$ cat src/rtl/adder_rr_arbiter.sv
// Two requesters share one 33-bit carry-lookahead adder through a round-robin
// arbiter and a two-stage valid/ready pipeline with per-requester grant counters.

module adder_cla16 (
  input  logic [15:0] a,
  input  logic [15:0] b,
  input  logic        cin,
  output logic [15:0] sum,
  output logic        cout
);
  logic [15:0] g;
  logic [15:0] p;
  logic [15:0] c;
  logic [3:0]  gg;
  logic [3:0]  gp;
  logic [4:0]  gc;

  assign g = a & b;
  assign p = a ^ b;

  always_comb begin
    gg = '0;
    gp = '0;
    for (int k = 0; k < 4; k++) begin
      gp[k] = &p[4*k +: 4];
      gg[k] = g[4*k+3]
            | (p[4*k+3] & g[4*k+2])
            | (p[4*k+3] & p[4*k+2] & g[4*k+1])
            | (p[4*k+3] & p[4*k+2] & p[4*k+1] & g[4*k]);
    end
  end

  // Second-level lookahead: group carries never ripple through the 4-bit groups.
  assign gc[0] = cin;
  assign gc[1] = gg[0] | (gp[0] & cin);
  assign gc[2] = gg[1] | (gp[1] & gg[0]) | (gp[1] & gp[0] & cin);
  assign gc[3] = gg[2] | (gp[2] & gg[1]) | (gp[2] & gp[1] & gg[0])
               | (gp[2] & gp[1] & gp[0] & cin);
  assign gc[4] = gg[3] | (gp[3] & gg[2]) | (gp[3] & gp[2] & gg[1])
               | (gp[3] & gp[2] & gp[1] & gg[0])
               | (gp[3] & gp[2] & gp[1] & gp[0] & cin);

  always_comb begin
    c = '0;
    for (int k = 0; k < 4; k++) begin
      c[4*k]   = gc[k];
      c[4*k+1] = g[4*k] | (p[4*k] & gc[k]);
      c[4*k+2] = g[4*k+1] | (p[4*k+1] & g[4*k]) | (p[4*k+1] & p[4*k] & gc[k]);
      c[4*k+3] = g[4*k+2] | (p[4*k+2] & g[4*k+1]) | (p[4*k+2] & p[4*k+1] & g[4*k])
               | (p[4*k+2] & p[4*k+1] & p[4*k] & gc[k]);
    end
  end

  assign sum  = p ^ c;
  assign cout = gc[4];
endmodule

module adder_cla32 (
  input  logic [31:0] a,
  input  logic [31:0] b,
  output logic [32:0] sum
);
  logic [15:0] sum_lo;
  logic [15:0] sum_hi;
  logic        c_mid;
  logic        c_out;

  adder_cla16 u_lo (
    .a    (a[15:0]),
    .b    (b[15:0]),
    .cin  (1'b0),
    .sum  (sum_lo),
    .cout (c_mid)
  );

  adder_cla16 u_hi (
    .a    (a[31:16]),
    .b    (b[31:16]),
    .cin  (c_mid),
    .sum  (sum_hi),
    .cout (c_out)
  );

  assign sum = {c_out, sum_hi, sum_lo};
endmodule

module adder_rr_arbiter #(
  parameter int RR_INIT = 0,
  parameter int CNT_W   = 16
) (
  input  logic             clk,
  input  logic             rst,
  input  logic             req0_valid,
  input  logic [31:0]      req0_a,
  input  logic [31:0]      req0_b,
  output logic             req0_ready,
  input  logic             req1_valid,
  input  logic [31:0]      req1_a,
  input  logic [31:0]      req1_b,
  output logic             req1_ready,
  output logic             rsp_valid,
  input  logic             rsp_ready,
  output logic [32:0]      rsp_sum,
  output logic             rsp_id,
  output logic [CNT_W-1:0] gnt_cnt0,
  output logic [CNT_W-1:0] gnt_cnt1
);
  localparam int DATA_W = 32;

  logic              prio;
  logic [CNT_W-1:0]  cnt0;
  logic [CNT_W-1:0]  cnt1;
  logic              gnt0;
  logic              gnt1;
  logic              hs0;
  logic              hs1;
  logic              s1_en;
  logic              s2_en;

  logic [DATA_W-1:0] a_p1;
  logic [DATA_W-1:0] b_p1;
  logic              id_p1;
  logic              vld_p1;
  logic [DATA_W:0]   add_sum;
  logic [DATA_W:0]   sum_p2;
  logic              id_p2;
  logic              vld_p2;

  assign s2_en = ~vld_p2 | rsp_ready;
  assign s1_en = ~vld_p1 | s2_en;

  always_comb begin
    gnt0 = req0_valid & (~req1_valid | ~prio);
    gnt1 = req1_valid & (~req0_valid | prio);
  end

  // Readys are forced low while reset is asserted so nothing is accepted then.
  assign req0_ready = gnt0 & s1_en & ~rst;
  assign req1_ready = gnt1 & s1_en & ~rst;
  assign hs0        = req0_valid & req0_ready;
  assign hs1        = req1_valid & req1_ready;

  always_ff @(posedge clk) begin
    if (rst) begin
      prio <= 1'(RR_INIT);
      cnt0 <= '0;
      cnt1 <= '0;
    end else begin
      if (hs0) begin
        prio <= 1'b1;
        cnt0 <= cnt0 + CNT_W'(1);
      end else if (hs1) begin
        prio <= 1'b0;
        cnt1 <= cnt1 + CNT_W'(1);
      end
    end
  end

  // ---- stage p1: granted operands ----
  always_ff @(posedge clk) begin
    if (rst) begin
      vld_p1 <= 1'b0;
    end else if (s1_en) begin
      vld_p1 <= hs0 | hs1;
    end
  end

  always_ff @(posedge clk) begin
    if (s1_en && (hs0 || hs1)) begin
      a_p1  <= hs1 ? req1_a : req0_a;
      b_p1  <= hs1 ? req1_b : req0_b;
      id_p1 <= hs1;
    end
  end

  adder_cla32 u_add (
    .a   (a_p1),
    .b   (b_p1),
    .sum (add_sum)
  );

  // ---- stage p2: registered result driving the response port ----
  always_ff @(posedge clk) begin
    if (rst) begin
      vld_p2 <= 1'b0;
      sum_p2 <= '0;
      id_p2  <= 1'b0;
    end else if (s2_en) begin
      vld_p2 <= vld_p1;
      if (vld_p1) begin
        sum_p2 <= add_sum;
        id_p2  <= id_p1;
      end
    end
  end

  assign rsp_valid = vld_p2;
  assign rsp_sum   = sum_p2;
  assign rsp_id    = id_p2;
  assign gnt_cnt0  = cnt0;
  assign gnt_cnt1  = cnt1;
endmodule
$ cat config.mk
export PLATFORM = sky130hd
export DESIGN_NAME = adder_rr_arbiter
export DESIGN_NICKNAME = d
export VERILOG_FILES = /design/src/rtl/adder_rr_arbiter.sv
export SDC_FILE = /design/constraint.sdc
export NUM_CORES = 1
export LEC_CHECK = 0
export BUFFER_PORTS_ARGS = -buffer_cell sky130_fd_sc_hd__buf_2
export CAP_MARGIN = 20
export CORE_ASPECT_RATIO = 2
export CORE_MARGIN = 3
export CORE_UTILIZATION = 57
export DETAILED_ROUTE_END_ITERATION = 8
export PLACE_DENSITY = 0.82
export SYNTH_ARGS = -nofsm -noshare
export SYNTH_HDL_FRONTEND = slang
export SYNTH_HIERARCHICAL = 1
export SYNTH_SLANG_ARGS = --single-unit
$ cat constraint.sdc
create_clock -name clk -period 15.3 [get_ports clk]
set_input_delay 1.53 -clock clk [delete_from_list [all_inputs] [get_ports clk]]
set_output_delay 1.53 -clock clk [all_outputs]
set_load 0.05 [all_outputs]
---- Word-level counts from Yosys, hierarchy flattened ----
Cells that the tools add are included.
W data, S select, Z words.
operators by class
  add/subtract/negate cells ............... 2
  $mul .................................... 0
  div/mod/pow operators ................... 0
  magnitude comparators ................... 0
  equality and inequality tests ........... 0
  shift operators ......................... 0
  muxes and demuxes ....................... 4
  bitwise logic cells ..................... 243
  reduce and logical (&&, ||, !) cells .... 12
operators with widths
  operator                 count
  $and A1 B1 Y1            140
  $or A1 B1 Y1             90
  $mux W32                 2
  $xor A16 B16 Y16         4
  $add A16 B1 Y16 const B  2
  $and A16 B16 Y16         2
  $reduce_and A4 Y1        7
  $not A1 Y1               7
  $reduce_and A2 Y1        2
  $mux W1                  2
  $reduce_bool A2 Y1       1
  $logic_and A1 B1 Y1      1
  $logic_or A1 B1 Y1       1
storage, ports and cells
  register bits ........................... 134
  latch bits .............................. 0
  memory bits (writable) .................. 0
  bits in read-only memories .............. 0
  bits of input ports ..................... 133
  output and inout bits ................... 69
  word-level logic and storage cells ...... 271
  memories ................................ 0

---- Longest topological paths before layout ----
  depth after elaboration ................. 14
  mapped depth ............................ 15

---- Hierarchy ----
Netlist, hierarchy kept.
modules (own cells, without submodules)
  module                     instances  cells each  area each (um^2)  seq. area each (um^2)
  adder_rr_arbiter           1          614         5549.1            3333.2
  adder_cla16 at u_add.u_lo  1          100         820.8             0.0
  adder_cla16 at u_add.u_hi  1          102         785.8             0.0
  adder_cla32                1          2           11.3              0.0

---- Worst setup path before layout ----
No wires, ideal clock.
  path type ............................... input to register
  start ................................... input rsp_ready
  end ..................................... register a_p1[0], enable pin
  arrival time ............................ 6.549 ns
  data required time ...................... 14.722 ns
  setup slack ............................. 8.173 ns
  cell stages on the path ................. 4
  path through ............................ nand3b_1 buf_4 nand2_1 o21ai_0
between the ends
  cells in the longest elaborated chain, start to end .. 7
  elaborated cells on any way between the ends .. 10
  classes of those cells .................. bitwise: 8; reduce/logical: 2
ends and longest elaborated chain
  element                                                RTL line  RTL
  start: declaration                                     102       input logic rsp_ready,
  $or A1 B1 Y1 *                                         129       assign s2_en = ~vld_p2 | rsp_ready;
  $or A1 B1 Y1 *                                         130       assign s1_en = ~vld_p1 | s2_en;
  $and A1 B1 Y1, on equally long branches (2 in series)  138, 139
  $and A1 B1 Y1, on equally long branches                140, 141
  $logic_or A1 B1 Y1                                     169       if (s1_en && (hs0 || hs1)) begin
  $logic_and A1 B1 Y1 *                                  169
  end signal: assignment                                 170       a_p1 <= hs1 ? req1_a : req0_a;
  end: declaration                                       120       logic [DATA_W-1:0] a_p1;
Every way passes the cells marked *; elsewhere a longest branch is shown, timed or not.
A chain may end at the register's enable or synchronous reset.

---- Worst setup path in the final report ----
  start ................................... input rst
  end ..................................... output req1_ready
between the ends
  cells in the longest elaborated chain, start to end .. 2
ends and longest elaborated chain
  element             RTL line  RTL
  start: declaration  92        input logic rst,
  $not A1 Y1          139       assign req1_ready = gnt1 & s1_en & ~rst;
  $and A1 B1 Y1       139
  end: declaration    100       output logic req1_ready,
No other way between the ends.

==> reports/qor.txt <==
Final ANT Viol Nets: 0
met2 usage: 50.5%
CP most frequent cell: buf_2
diode count: 0
Mapped Area: 7170 sq um
Die Wd: 85.3 um
async set-reset flop share out of synthesis: 0%
Net Sw Power: 0.314 mW
drt first pass iters: 5
WL per Instance: 16.0 um
dpl hpwl: 13.3 mm
Hold Crit Class: reg -> reg
max cap viols: 0
Worst Path Required: 13.77 ns
Final Slew Violations: 0
Iteration-0 DRC Markers: 326
postcts setup bufs: 0
post-layout min period: 4.49 ns
CTS buffer count: 17
R2R Setup Slk: 11.38 ns
Fmax: 223 MHz
Final GP Congestion: 0.817
library cells used by synthesis: 70
Comb power frac: 21.0%
Core Box Area: 12,200 sq um
worst slew pin tran: 0.886 ns
Setup violations, final: 0
Layout area overhead: 24.3%
Peak VDD IR: 0.0877 mV
number of global-route vias before repair: 6,579
ys flop type: dfxtp_1
first-pass GRT wire length: 29.9 mm
crit-path max cell delay: 0.65 ns
GRT Total Usage: 26.9%
power per cell area: 120 nW/um^2
Post-layout nets: 1,185
slowest CP cell: buf_4
Initial Util: 58.8%
number of flops mapped to enable cells by yosys: 65
most used routing layer: met2
hold-fix buffer count after cts: 0
clock latency on the worst-skew pair: 0.41 ns
H-tree Lvls: 4
Clock Path Buffers: 2
final hold slack: 0.452 ns
Fin Clk Skew: 0.0102 ns
Switching Share: 29.4%
Setup CP Type: in -> out
Area contributors post-synth: edfxtp_1 27%, dfxtp_1 19%, nand2_1 15%, ha_1 5.9%, a21oi_1 5.1%
part of the power in registers: 39.4%
grt total ovfl: 0
Fin Setup TNS: 0 ns
utilization after layout: 73.1%
CP arrival: 2.96 ns
critical path launch point type: input port
Die H: 165 um
Setup crit end: req1_ready
Post-route DRC: 0
sequential fraction of the synthesis area: 46.5%
Yosys top cell by area: edfxtp_1
die area: 14,000 sq um
share of cells above drive strength 1: 25.4%
crit path capture type: primary output
largest net degree at the start of global routing: 77
vias post-DR: 6,567
Syn Area/Cell: 8.76 sq um
number of port buffers: 201
share of the synthesized area in the top cell type: 27.2%
total power: 1.07 mW
Pint: 0.754 mW
clock root cell: clkbuf_16
IO Pins: 202
crit path max fanout: 76
Clk pin slew, worst setup/hold paths: 0.06 ns
hold depth: 2
Setup crit start: rst
synthesized flop and latch total: 134
Lkg Pwr: 4.09 nW
clock share of power: 39.6%
FP Rows: 57
crit-path cells: buf_2, buf_4, and2b_1, nand3_2, inv_1, buf_2
Final Hold Viols: 0
antenna violations before repair: 0
RSZ-0062 raised after global routing: false
pre-CTS setup slack: 10.79 ns
CTS tree: done
crit share post-route: 29.4%
final worst slack: 10.81 ns
R2R depth: 15
Slew HR: 40.9%
status: complete, no violations
clk sink count: 134
vias per cell: 5.61
reg-to-reg startpoint: a_p1[2]
met1 usage: 27.8%
worst r2r dst: rsp_sum[29]
YS warnings: 6
gate count of the mapped netlist: 818
met3 GRT Util: 5.49%
final wirelength: 18.7 mm
post_cts resized: 0
-- flip-flops by register name (all words and copies together), names as in the netlist --
signal,flops
gnt_cnt1,16
rsp_valid,1
a_p1,32
rsp_id,1
rsp_sum,33
gnt_cnt0,16
id_p1,1
b_p1,32
prio,1
vld_p1,1
-- cells in the final DEF (no fill, tap or decap), types with 3 or more instances in the layout --
master	instances
a211oi_1	5
a21o_1	4
a21oi_1	73
a31oi_1	3
and2_1	3
and3_1	4
and4_1	4
buf_2	201
buf_4	5
clkbuf_16	21
dfxtp_1	69
edfxtp_1	65
fa_1	8
ha_1	34
inv_1	22
nand2_1	282
nand2b_1	6
nand3_1	19
nand3b_1	3
nand4_1	10
nor2_1	31
nor2b_1	8
nor3_1	8
o21ai_0	12
o21ai_1	4
o31ai_1	13
o41ai_2	3
or2_1	3
or3_1	5
or4_1	14
xnor2_1	9
xor2_1	14
-- per-layer routing --
layer | part of all wire, % | vias up
met1 | 35 | 3057
met3 | 5.5 | 45
met2 | 56 | 246
met4 | 3.5 | 0
met5 | 0 | -
li1 | - | 3219
-- cell families after synthesis --
group | share of synthesized area, %
simple gates | 25.6
compound gates | 13.2
flops | 46.5
buf+inv | 3.25
fa+ha+maj | 8.17
xor+xnor | 2.81
mux | 0.454
other cells | 0.0523
-- per-stage QoR --
step | area, sq um | instances
after CTS | 8910 | 1170
after global placement | 8260 | 1137
after floorplan | 7170 | 819
final | 8910 | 1170
after global routing | 8910 | 1170
after detailed placement | 8280 | 1138
-- power by group through the flow --
stage	Combinational (mW)	Clock, mW	Sequential, mW
after floorplan	0.123	0	0.466
after global placement	0.218	0	0.427
after detailed placement	0.222	0	0.428
after CTS	0.225	0.427	0.421
after global routing	0.247	0.443	0.423
final	0.224	0.423	0.421
-- how the worst min path moves through the flow --
stage	from	end	slack (ns)
2_1_floorplan	vld_p1	rsp_valid	0.45
3_3_place_gp	rsp_sum[30]	rsp_sum[30]	0.44
3_5_place_dp	rsp_sum[8]	rsp_sum[8]	0.44
4_1_cts	rsp_sum[8]	rsp_sum[8]	0.45
5_1_grt	rsp_sum[7]	rsp_sum[7]	0.47
6_report	rsp_sum[8]	rsp_sum[8]	0.45
-- layout make-up --
| type | count | area, sq um |
|---|---|---|
| clock buffer | 24 | 547 |
| clock inverter | 8 | 80.1 |
| fill | 942 | 3290 |
| inverter | 23 | 86.3 |
| multi-input combinational | 627 | 3620 |
| sequential | 134 | 3330 |
| tap | 147 | 184 |
| timing repair buffer | 207 | 1060 |
-- worst max-delay path: cells and delay by family --
kind | cells | cell delay (ns)
simple gates | 2 | 0.38
buf+inv | 4 | 1.04
-- Yosys cell counts, drive strengths merged, types with 2 or more instances --
master and instances:
nand2 282, a21oi 75, dfxtp 69, edfxtp 65, ha 34, nor2 31, clkbuf 26, inv 23
nand3 21, o21ai 18, or4 14, xor2 14, o31ai 13, nand4 11, buf 9, xnor2 9
fa 8, nor2b 8, nor3 8, a211oi 6, nand2b 6, a21o 5, and3 5, or3 5
and4 4, or2 4, a31oi 3, and2 3, nand3b 3, o41ai 3, a22oi 2, mux2 2
nand4b 2, o2111ai 2, o211ai 2, o21a 2, o31a 2
Note: power is estimated with default switching activity, not from simulation.
